## config.mk

```make
export PLATFORM = sky130hd
export DESIGN_NAME = bresenham_line_gen
export DESIGN_NICKNAME = d
export VERILOG_FILES = /design/src/rtl/bresenham_line_gen.sv
export SDC_FILE = /design/constraint.sdc
export NUM_CORES = 1
export LEC_CHECK = 0
export ABC_AREA = 1
export CAP_MARGIN = 20
export CORE_ASPECT_RATIO = 1.4
export CORE_MARGIN = 1.5
export CORE_UTILIZATION = 30
export CTS_CLUSTER_SIZE = 14
export DETAILED_ROUTE_END_ITERATION = 7
export HOLD_SLACK_MARGIN = 0.02
export PLACE_DENSITY = 0.59
export SYNTH_ARGS = -nofsm -noshare
export SYNTH_HDL_FRONTEND = slang
export SYNTH_SLANG_ARGS = --single-unit
```

## constraint.sdc

```tcl
create_clock -name clk -period 7.98 [get_ports clk]
set_input_delay 1.596 -clock clk [delete_from_list [all_inputs] [get_ports clk]]
set_output_delay 1.596 -clock clk [all_outputs]
set_load 0.01 [all_outputs]
```

## src/rtl/bresenham_line_gen.sv

```systemverilog
// Bresenham line rasteriser: one endpoint pair in, one pixel per pix_valid/pix_ready beat out.
// First pixel two cycles after accept; pixel outputs hold under back-pressure; abort/last pulse done.
module bresenham_line_gen #(
    parameter int WIDTH = 10
) (
    input  logic                    clk,
    input  logic                    rst,
    input  logic                    cmd_valid,
    output logic                    cmd_ready,
    input  logic signed [WIDTH-1:0] x0,
    input  logic signed [WIDTH-1:0] y0,
    input  logic signed [WIDTH-1:0] x1,
    input  logic signed [WIDTH-1:0] y1,
    input  logic                    abort,
    output logic                    pix_valid,
    input  logic                    pix_ready,
    output logic [WIDTH-1:0]        pix_x,
    output logic [WIDTH-1:0]        pix_y,
    output logic                    pix_last,
    output logic                    done
);
    localparam int DW = WIDTH + 1;
    localparam int EW = WIDTH + 2;

    typedef enum logic [1:0] {IDLE, SETUP, DRAW} state_t;

    state_t                 state_q, state_d;
    logic signed [WIDTH-1:0] ex0_q, ey0_q, ex1_q, ey1_q;
    logic signed [WIDTH-1:0] ex0_d, ey0_d, ex1_d, ey1_d;
    logic                   steep_q, steep_d, yneg_q, yneg_d, done_q, done_d;
    logic [DW-1:0]          dx_q, dx_d, dy_q, dy_d, rem_q, rem_d;
    logic signed [EW-1:0]   err_q, err_d;
    logic [WIDTH-1:0]       x_q, x_d, y_q, y_d;

    // Setup datapath, evaluated from the registered endpoints
    logic signed [DW-1:0]    ddx, ddy, adx, ady, dbs, dx_s, dy_s;
    logic signed [WIDTH-1:0] a0, b0, a1, b1, sa0, sb0, sa1, sb1;
    logic                    steep_s, swap_s;
    logic signed [EW-1:0]    e_s;

    always_comb begin
        ddx     = {ex1_q[WIDTH-1], ex1_q} - {ex0_q[WIDTH-1], ex0_q};
        ddy     = {ey1_q[WIDTH-1], ey1_q} - {ey0_q[WIDTH-1], ey0_q};
        adx     = (ddx < 0) ? -ddx : ddx;
        ady     = (ddy < 0) ? -ddy : ddy;
        steep_s = ady > adx;
        a0      = steep_s ? ey0_q : ex0_q;
        b0      = steep_s ? ex0_q : ey0_q;
        a1      = steep_s ? ey1_q : ex1_q;
        b1      = steep_s ? ex1_q : ey1_q;
        swap_s  = a0 > a1;
        sa0     = swap_s ? a1 : a0;
        sb0     = swap_s ? b1 : b0;
        sa1     = swap_s ? a0 : a1;
        sb1     = swap_s ? b0 : b1;
        dx_s    = {sa1[WIDTH-1], sa1} - {sa0[WIDTH-1], sa0};
        dbs     = {sb1[WIDTH-1], sb1} - {sb0[WIDTH-1], sb0};
        dy_s    = (dbs < 0) ? -dbs : dbs;
        e_s     = err_q - $signed({1'b0, dy_q});
    end

    always_comb begin
        state_d = state_q;
        ex0_d   = ex0_q;
        ey0_d   = ey0_q;
        ex1_d   = ex1_q;
        ey1_d   = ey1_q;
        steep_d = steep_q;
        yneg_d  = yneg_q;
        dx_d    = dx_q;
        dy_d    = dy_q;
        rem_d   = rem_q;
        err_d   = err_q;
        x_d     = x_q;
        y_d     = y_q;
        done_d  = 1'b0;
        case (state_q)
            IDLE: begin
                if (cmd_valid) begin
                    ex0_d   = x0;
                    ey0_d   = y0;
                    ex1_d   = x1;
                    ey1_d   = y1;
                    state_d = SETUP;
                end
            end
            SETUP: begin
                if (abort) begin
                    state_d = IDLE;
                    done_d  = 1'b1;
                end else begin
                    steep_d = steep_s;
                    yneg_d  = !(sb0 < sb1);
                    dx_d    = dx_s;
                    dy_d    = dy_s;
                    rem_d   = dx_s;
                    err_d   = $signed({2'b00, dx_s[DW-1:1]});
                    x_d     = sa0;
                    y_d     = sb0;
                    state_d = DRAW;
                end
            end
            DRAW: begin
                // A last-pixel handshake wins over a coincident abort: the pixel is delivered
                if (pix_ready && rem_q == '0) begin
                    state_d = IDLE;
                    done_d  = 1'b1;
                end else if (abort) begin
                    state_d = IDLE;
                    done_d  = 1'b1;
                end else if (pix_ready) begin
                    x_d   = x_q + WIDTH'(1);
                    rem_d = rem_q - DW'(1);
                    if (e_s < 0) begin
                        y_d   = yneg_q ? y_q - WIDTH'(1) : y_q + WIDTH'(1);
                        err_d = e_s + $signed({1'b0, dx_q});
                    end else begin
                        err_d = e_s;
                    end
                end
            end
            default: state_d = IDLE;
        endcase
    end

    always_ff @(posedge clk or posedge rst) begin
        if (rst) begin
            state_q <= IDLE;
            ex0_q   <= '0;
            ey0_q   <= '0;
            ex1_q   <= '0;
            ey1_q   <= '0;
            steep_q <= 1'b0;
            yneg_q  <= 1'b0;
            dx_q    <= '0;
            dy_q    <= '0;
            rem_q   <= '0;
            err_q   <= '0;
            x_q     <= '0;
            y_q     <= '0;
            done_q  <= 1'b0;
        end else begin
            state_q <= state_d;
            ex0_q   <= ex0_d;
            ey0_q   <= ey0_d;
            ex1_q   <= ex1_d;
            ey1_q   <= ey1_d;
            steep_q <= steep_d;
            yneg_q  <= yneg_d;
            dx_q    <= dx_d;
            dy_q    <= dy_d;
            rem_q   <= rem_d;
            err_q   <= err_d;
            x_q     <= x_d;
            y_q     <= y_d;
            done_q  <= done_d;
        end
    end

    assign cmd_ready = (state_q == IDLE);
    assign pix_valid = (state_q == DRAW);
    assign pix_last  = (state_q == DRAW) && (rem_q == '0);
    assign pix_x     = steep_q ? y_q : x_q;
    assign pix_y     = steep_q ? x_q : y_q;
    assign done      = done_q;
endmodule

```

## Word level (Yosys, flattened, before mapping)

Cells that the tools add are included.

- Register bits after elaboration: 110
- Input bits: 45

- Add/subtract/negate cells: 13
- $lt $le $gt $ge: 7
- Equality and inequality tests: 9
- Multiplexer cells: 44
- Bitwise gates (word level): 1
- Reductions and logical operators: 11

Operators with widths:

| operator | count |
|---|---|
| 2-to-1 mux 10 bit | 20 |
| 2-to-1 mux 11 bit | 7 |
| 2-to-1 mux 12 bit | 5 |
| subtractor 10 x 10 -> 11 bit | 4 |
| one-hot mux 10 bit (2 select lines) | 2 |
| < comparator 11 x 1 -> 1 bit (second input constant) | 3 |
| negator 11 bit | 3 |
| one-hot mux 12 bit (2 select lines) | 1 |
| one-hot mux 11 bit (2 select lines) | 1 |
| adder 10 x 1 -> 10 bit (second input constant) | 2 |
| adder 12 bit | 1 |
| < comparator 12 x 1 -> 1 bit (second input constant) | 1 |
| subtractor 12 bit | 1 |
| greater-than comparator 11 bit | 1 |
| logical NOT 11 bit | 1 |
| subtractor 11 x 1 -> 11 bit (second input constant) | 1 |
| greater-than comparator 10 bit | 1 |
| < comparator 10 bit | 1 |
| subtractor 10 x 1 -> 10 bit (second input constant) | 1 |
| 2-to-1 mux 2 bit | 4 |
| != test 2 bit (second input constant) | 4 |
| one-hot mux 2 bit (3 select lines) | 1 |
| AND reduction 2 bit | 3 |
| AND reduction 6 bit | 1 |
| 12 further kinds | 15 |

## Logic depth before layout (Yosys ltp)

- Word-level depth: 10
- Depth in mapped cells: 60
- Gate-level depth less buffers: 53

## Least setup slack after synthesis

Ideal clock, no wire load.

- Path kind: reg-to-reg
- Start: register ex1_q[0]
- End: register dy_q[9]
- Arrival: 7948 ps
- Setup slack: -95 ps
- Stages on the path, launching flop included: 55
- Path buffers: 8
- Clock period less this slack: 8075 ps
- Cell sequence: dfrtp_1 > inv_1 > ha_1 > inv_1 > fa_1 > nand3_1 > nand2_1 > a21oi_1 > o21bai_1 > a21oi_1 > o21bai_1 > nand2_1 > nand4_1 > o21ai_0 > clkbuf_1 > nand2_1 > xnor2_1 > inv_1 > [19 not listed] > a211oi_1 > nand3_1 > nand2_2 > nand3_4 > inv_2 > buf_2 > clkbuf_1 > o21ai_0 > ha_1 > inv_1 > o31ai_1 > xor2_1 > inv_1 > nor3_1 > nand2_1 > o41ai_1 > xnor2_1 > o21ai_0

- Cells in the longest elaborated chain, start to end: 10

RTL lines:

| element | RTL line | text |
|---|---|---|
| start: declaration | 28 | `logic signed [WIDTH-1:0] ex0_q, ey0_q, ex1_q, ey1_q;` |
| start signal: assignment | 131 | `ex1_q <= '0;` |
| start signal: assignment | 146 | `ex1_q <= ex1_d;` |
| subtractor 10 x 10 -> 11 bit | 42 | `ddx = {ex1_q[WIDTH-1], ex1_q} - {ex0_q[WIDTH-1], ex0_q};` |
| negator 11 bit or < comparator 11 x 1 -> 1 bit (tied branches) | 44 | `adx = (ddx < 0) ? -ddx : ddx;` |
| 2-to-1 mux 11 bit | 44 |  |
| greater-than comparator 11 bit | 46 | `steep_s = ady > adx;` |
| 2-to-1 mux 10 bit (on tied branches) | 47, 49 |  |
| greater-than comparator 10 bit | 51 | `swap_s = a0 > a1;` |
| 2-to-1 mux 10 bit (on tied branches) | 55, 53 |  |
| subtractor 10 x 10 -> 11 bit * | 57 | `dbs = {sb1[WIDTH-1], sb1} - {sb0[WIDTH-1], sb0};` |
| negator 11 bit or < comparator 11 x 1 -> 1 bit (tied branches) | 58 | `dy_s = (dbs < 0) ? -dbs : dbs;` |
| 2-to-1 mux 11 bit * | 58 |  |
| end signal: assignment | 151 | `dy_q <= dy_d;` |
| end: declaration | 31 | `logic [DW-1:0] dx_q, dx_d, dy_q, dy_d, rem_q, rem_d;` |

Every way passes the cells marked *; elsewhere a longest branch is shown, timed or not.
A chain may end at the register's enable or synchronous reset.

## Worst setup path in the final report

- Start: register ex0_q[0]
- End: register dy_q[9]

- Cells in the longest elaborated chain, start to end: 10

RTL lines:

| element | RTL line | text |
|---|---|---|
| start: declaration | 28 |  |
| start signal: assignment | 129 | `ex0_q <= '0;` |
| start signal: assignment | 144 | `ex0_q <= ex0_d;` |
| subtractor 10 x 10 -> 11 bit | 42 |  |
| negator 11 bit or < comparator 11 x 1 -> 1 bit (tied branches) | 44 |  |
| 2-to-1 mux 11 bit | 44 |  |
| greater-than comparator 11 bit | 46 |  |
| 2-to-1 mux 10 bit (on tied branches) | 47, 49 |  |
| greater-than comparator 10 bit | 51 |  |
| 2-to-1 mux 10 bit (on tied branches) | 55, 53 |  |
| subtractor 10 x 10 -> 11 bit * | 57 |  |
| negator 11 bit or < comparator 11 x 1 -> 1 bit (tied branches) | 58 |  |
| 2-to-1 mux 11 bit * | 58 |  |

Marked as above.

==> summary.txt <==
Status
  • Status: finished, final reports clean

Worst setup path
  • CP max FO: 14
  • Setup crit start kind: flip-flop
  • CP dominant cell by count: nand2_1
  • CP Capture Type: flip-flop
  • Worst path bufs/invs: 9
  • WS Path Type: reg -> reg
  • CP Launch Point: ex0_q[0]$_DFFE_PP0P_
  • Worst r2r src: ex0_q[0]$_DFFE_PP0P_
  • Worst EP arrival: 7.81 ns
  • Worst R2R Path Depth: 48
  • Critical path's top delay family: compound AO/OA/AOI/OAI gates
  • R2R Path End: dy_q[9]$_DFFE_PP0P_
  • Crit path largest cell delay: 0.42 ns
  • Slowest CP cell: dfrtp_1
  • Worst endpoint required time: 8.22 ns
  • R2r setup slk: 0.41 ns

GRT
  • Largest net degree at the start of global routing: 80
  • First-pass GRT wire length: 48800 um
  • GR Util All Layers: 0.1852
  • Remaining Overflow, GRT: 0
  • Global route hottest layer: met2
  • Vias in the first global route: 9364
  • Met2 Use GR: 0.3521
  • M1 GR Usage: 0.2023
  • Met3 GRT Util: 0.01904
  • Initial antenna violation count: 0

Timing
  • Count of final hold-check violations: 0
  • Layout Skew: 0.006595 ns
  • Setup slack after layout: 0.4104 ns
  • Max-slew violation count: 0
  • Final worst path period share: 0.9486
  • Maximum clock frequency: 0.1321 GHz
  • Least-Margin Pin Slew: 1.050 ns
  • Finish-stage setup viols: 0
  • Post-route minimum period: 7.570 ns
  • Rel. slew slack: 0.3000

Place
  • Placed Cells: 1965
  • Post-DP HPWL: 24760 um
  • Gpl congestion: 0.9249
  • Setup WS pre-CTS: -0.2167 ns
  • Area after DPL: 0.01134 mm2
  • IO Port Bufs: 68

Synthesis
  • Mapped Avg Cell Area: 6.810 um2
  • Async set-reset flop share out of synthesis: 1.000
  • Yosys cell types: 48
  • Top FF cell, synth: dfrtp_1
  • Mapped Area: 0.009970 mm2
  • Synth Register Bits: 110
  • Post-Syn Nets: 1603
  • EDFF count, synth: 0
  • Mapped Cells: 1464
  • Yosys warning total: 0
  • Sequential-to-total area share from yosys stat: 0.2761

Clock network
  • Sink Count: 110
  • Num CTS Buffers: 9
  • Clock transition at path regs: 0.08 ns
  • Hold buffers post-CTS: 0
  • Worst skew pair latency: 0.38 ns
  • Root buf cell: clkbuf_16
  • CTS tree: done
  • H-tree levels: 3
  • CTS max path bufs: 2

Route
  • ANT nets after route: 0
  • Wire per inst: 15.83 um
  • Starting DRT DRC Count: 657
  • Via density per instance: 4.922
  • Routed wire length: 31690 um
  • DRC: 0
  • DR vias: 9853
  • Drt pass-1 iters: 5

Cells and area
  • Syn-to-layout area delta: 21.64%
  • Finished Cell Area: 0.01213 mm2
  • Layout net count: 1696
  • Layout cells sized above 1: 0.1063
  • Final core utilization: 0.3720
  • # fillers: 3472
  • Layout Cells excl Fill: 2002
  • N_diodes: 0

Floorplan
  • Core ar.: 0.03260 mm2
  • Initial core utilization: 0.3058
  • Chip height: 218.7 um
  • Die Width: 157.1 um
  • Die Area: 0.03435 mm2
  • I/O Pins: 69
  • Num rows: 78

Worst hold path
  • Min-Delay Startpoint: err_q[10]$_DFFE_PP0P_
  • Hold WC Path Type: reg -> reg
  • Worst hold endpoint: err_q[10]$_DFFE_PP0P_
  • WHS Path Cells: 2

Flow run
  • Total of max-cap violations: 0
cell families after synthesis:
kind of cell	share of synthesized area
and+or+nand+nor	0.2408
AOI/OAI and AO/OA	0.1845
buffers and inverters	0.1083
DFF	0.2761
adders and majority gates	0.1225
xor gates and xnor gates	0.06237
muxes	0.005396
sequential cells by signal, indices dropped and copies added (netlist names), 10 cells and up:
signal,flops
dx_q,11
dy_q,11
err_q,12
ex0_q,10
ex1_q,10
ey0_q,10
ey1_q,10
rem_q,11
x_q,10
y_q,10
final cells by class:
type,count,area [um2],share of cell area
inverter,230,880.8,0.07264
clock buffer,11,242.7,0.02002
clock inverter,5,33.78,0.002786
tap,440,550.5,0.04540
sequential,110,2753,0.2270
multi-input combinational,1075,6417,0.5292
timing repair buffer,130,1240,0.1022
timing repair inverter,1,8.758,0.0007222
metrics by stage:
step           setup TNS, ns  hold WS (ns)
3_5_place_dp         -0.4368        0.4734
6_report                   0        0.4936
4_1_cts                    0        0.4939
5_1_grt              -0.4077        0.5129
3_3_place_gp        -0.01289        0.4684
2_1_floorplan              0        0.4528
how the worst max path moves through the flow:
stage                          endpoint  slack (ns)  depth (start not counted)
floorplan           dy_q[9]$_DFFE_PP0P_       0.002                         54
global placement    dy_q[9]$_DFFE_PP0P_       -0.01                         43
detailed placement  dy_q[9]$_DFFE_PP0P_       -0.22                         42
CTS                 dy_q[9]$_DFFE_PP0P_       0.007                         43
global route        dy_q[7]$_DFFE_PP0P_       -0.09                         48
finish              dy_q[9]$_DFFE_PP0P_        0.41                         48
what timing repair did:
action	in CTS	in global routing
setup endpoints to repair	7	11
resized for setup	4	77
pin swaps	0	26
gates cloned	0	4
setup buffers	0	17
layout by cell type (no fill, tap or decap), types with 6 or more instances in the layout:
master | netlist | layout
o21ai_2 | 2 | 11
o21bai_1 | 13 | 10
nand3_1 | 55 | 54
nand2_1 | 322 | 317
buf_4 | 0 | 55
o211ai_1 | 12 | 12
nand2_2 | 11 | 16
a21oi_2 | 0 | 7
clkbuf_16 | 0 | 12
ha_1 | 88 | 83
dfrtp_1 | 110 | 110
clkdlybuf4s50_1 | 0 | 68
o21ai_1 | 8 | 16
a21oi_1 | 126 | 119
nor3_1 | 18 | 18
xor2_1 | 56 | 51
a31oi_1 | 6 | 6
o21ai_0 | 132 | 112
inv_1 | 226 | 222
nand4_1 | 15 | 15
a22oi_1 | 8 | 8
o221ai_1 | 7 | 7
nor2_1 | 131 | 128
xnor2_1 | 15 | 14
or2_2 | 7 | 7
layer usage:
layer,vias to the layer above,part of all wire
met5,-,0
met4,0,0.050
met3,84,0.027
met2,230,0.53
met1,4608,0.40
li1,4931,-
worst reg2reg max path, delay by kind of cell, from the launching register on:
| family | cells | cell delay [ns] |
|---|---|---|
| compound gates | 17 | 2.74 |
| simple gates | 14 | 1.51 |
| fa+ha+maj | 5 | 1.27 |
| buf+inv | 9 | 0.97 |
| xor+xnor | 3 | 0.54 |
| flops | 1 | 0.42 |
Yosys cell counts, types with 2 or more instances:
cell | instances | share of area
nand3_2 | 2 | 0.0020
ha_1 | 88 | 0.11
xnor2_1 | 15 | 0.013
a22oi_1 | 8 | 0.0060
o22ai_1 | 4 | 0.0025
inv_1 | 226 | 0.085
nor4_1 | 2 | 0.0013
nand2_4 | 2 | 0.0023
nand2_2 | 11 | 0.0069
fa_1 | 6 | 0.012
o21ai_2 | 2 | 0.0018
clkbuf_1 | 35 | 0.013
o31ai_1 | 5 | 0.0038
nand2_1 | 322 | 0.12
xor2_1 | 56 | 0.049
o221ai_1 | 7 | 0.0061
buf_6 | 3 | 0.0034
o21bai_1 | 13 | 0.0098
a31oi_1 | 6 | 0.0038
a211oi_1 | 3 | 0.0023
a21o_1 | 2 | 0.0015
o21ai_1 | 8 | 0.0040
inv_2 | 4 | 0.0015
buf_2 | 8 | 0.0040
nor2_1 | 131 | 0.049
nand3_1 | 55 | 0.028
nand4_1 | 15 | 0.0094
or2_2 | 7 | 0.0044
mux2i_1 | 2 | 0.0020
nor3_1 | 18 | 0.0090
a21oi_1 | 126 | 0.063
o21ai_0 | 132 | 0.066
dfrtp_1 | 110 | 0.28
o211ai_1 | 12 | 0.0090
mux2_2 | 3 | 0.0034
buf_1 | 3 | 0.0011
Power is left out: the tool's default activity adds up to more than one toggle a clock period on the data nets, which glitch-free logic cannot reach.
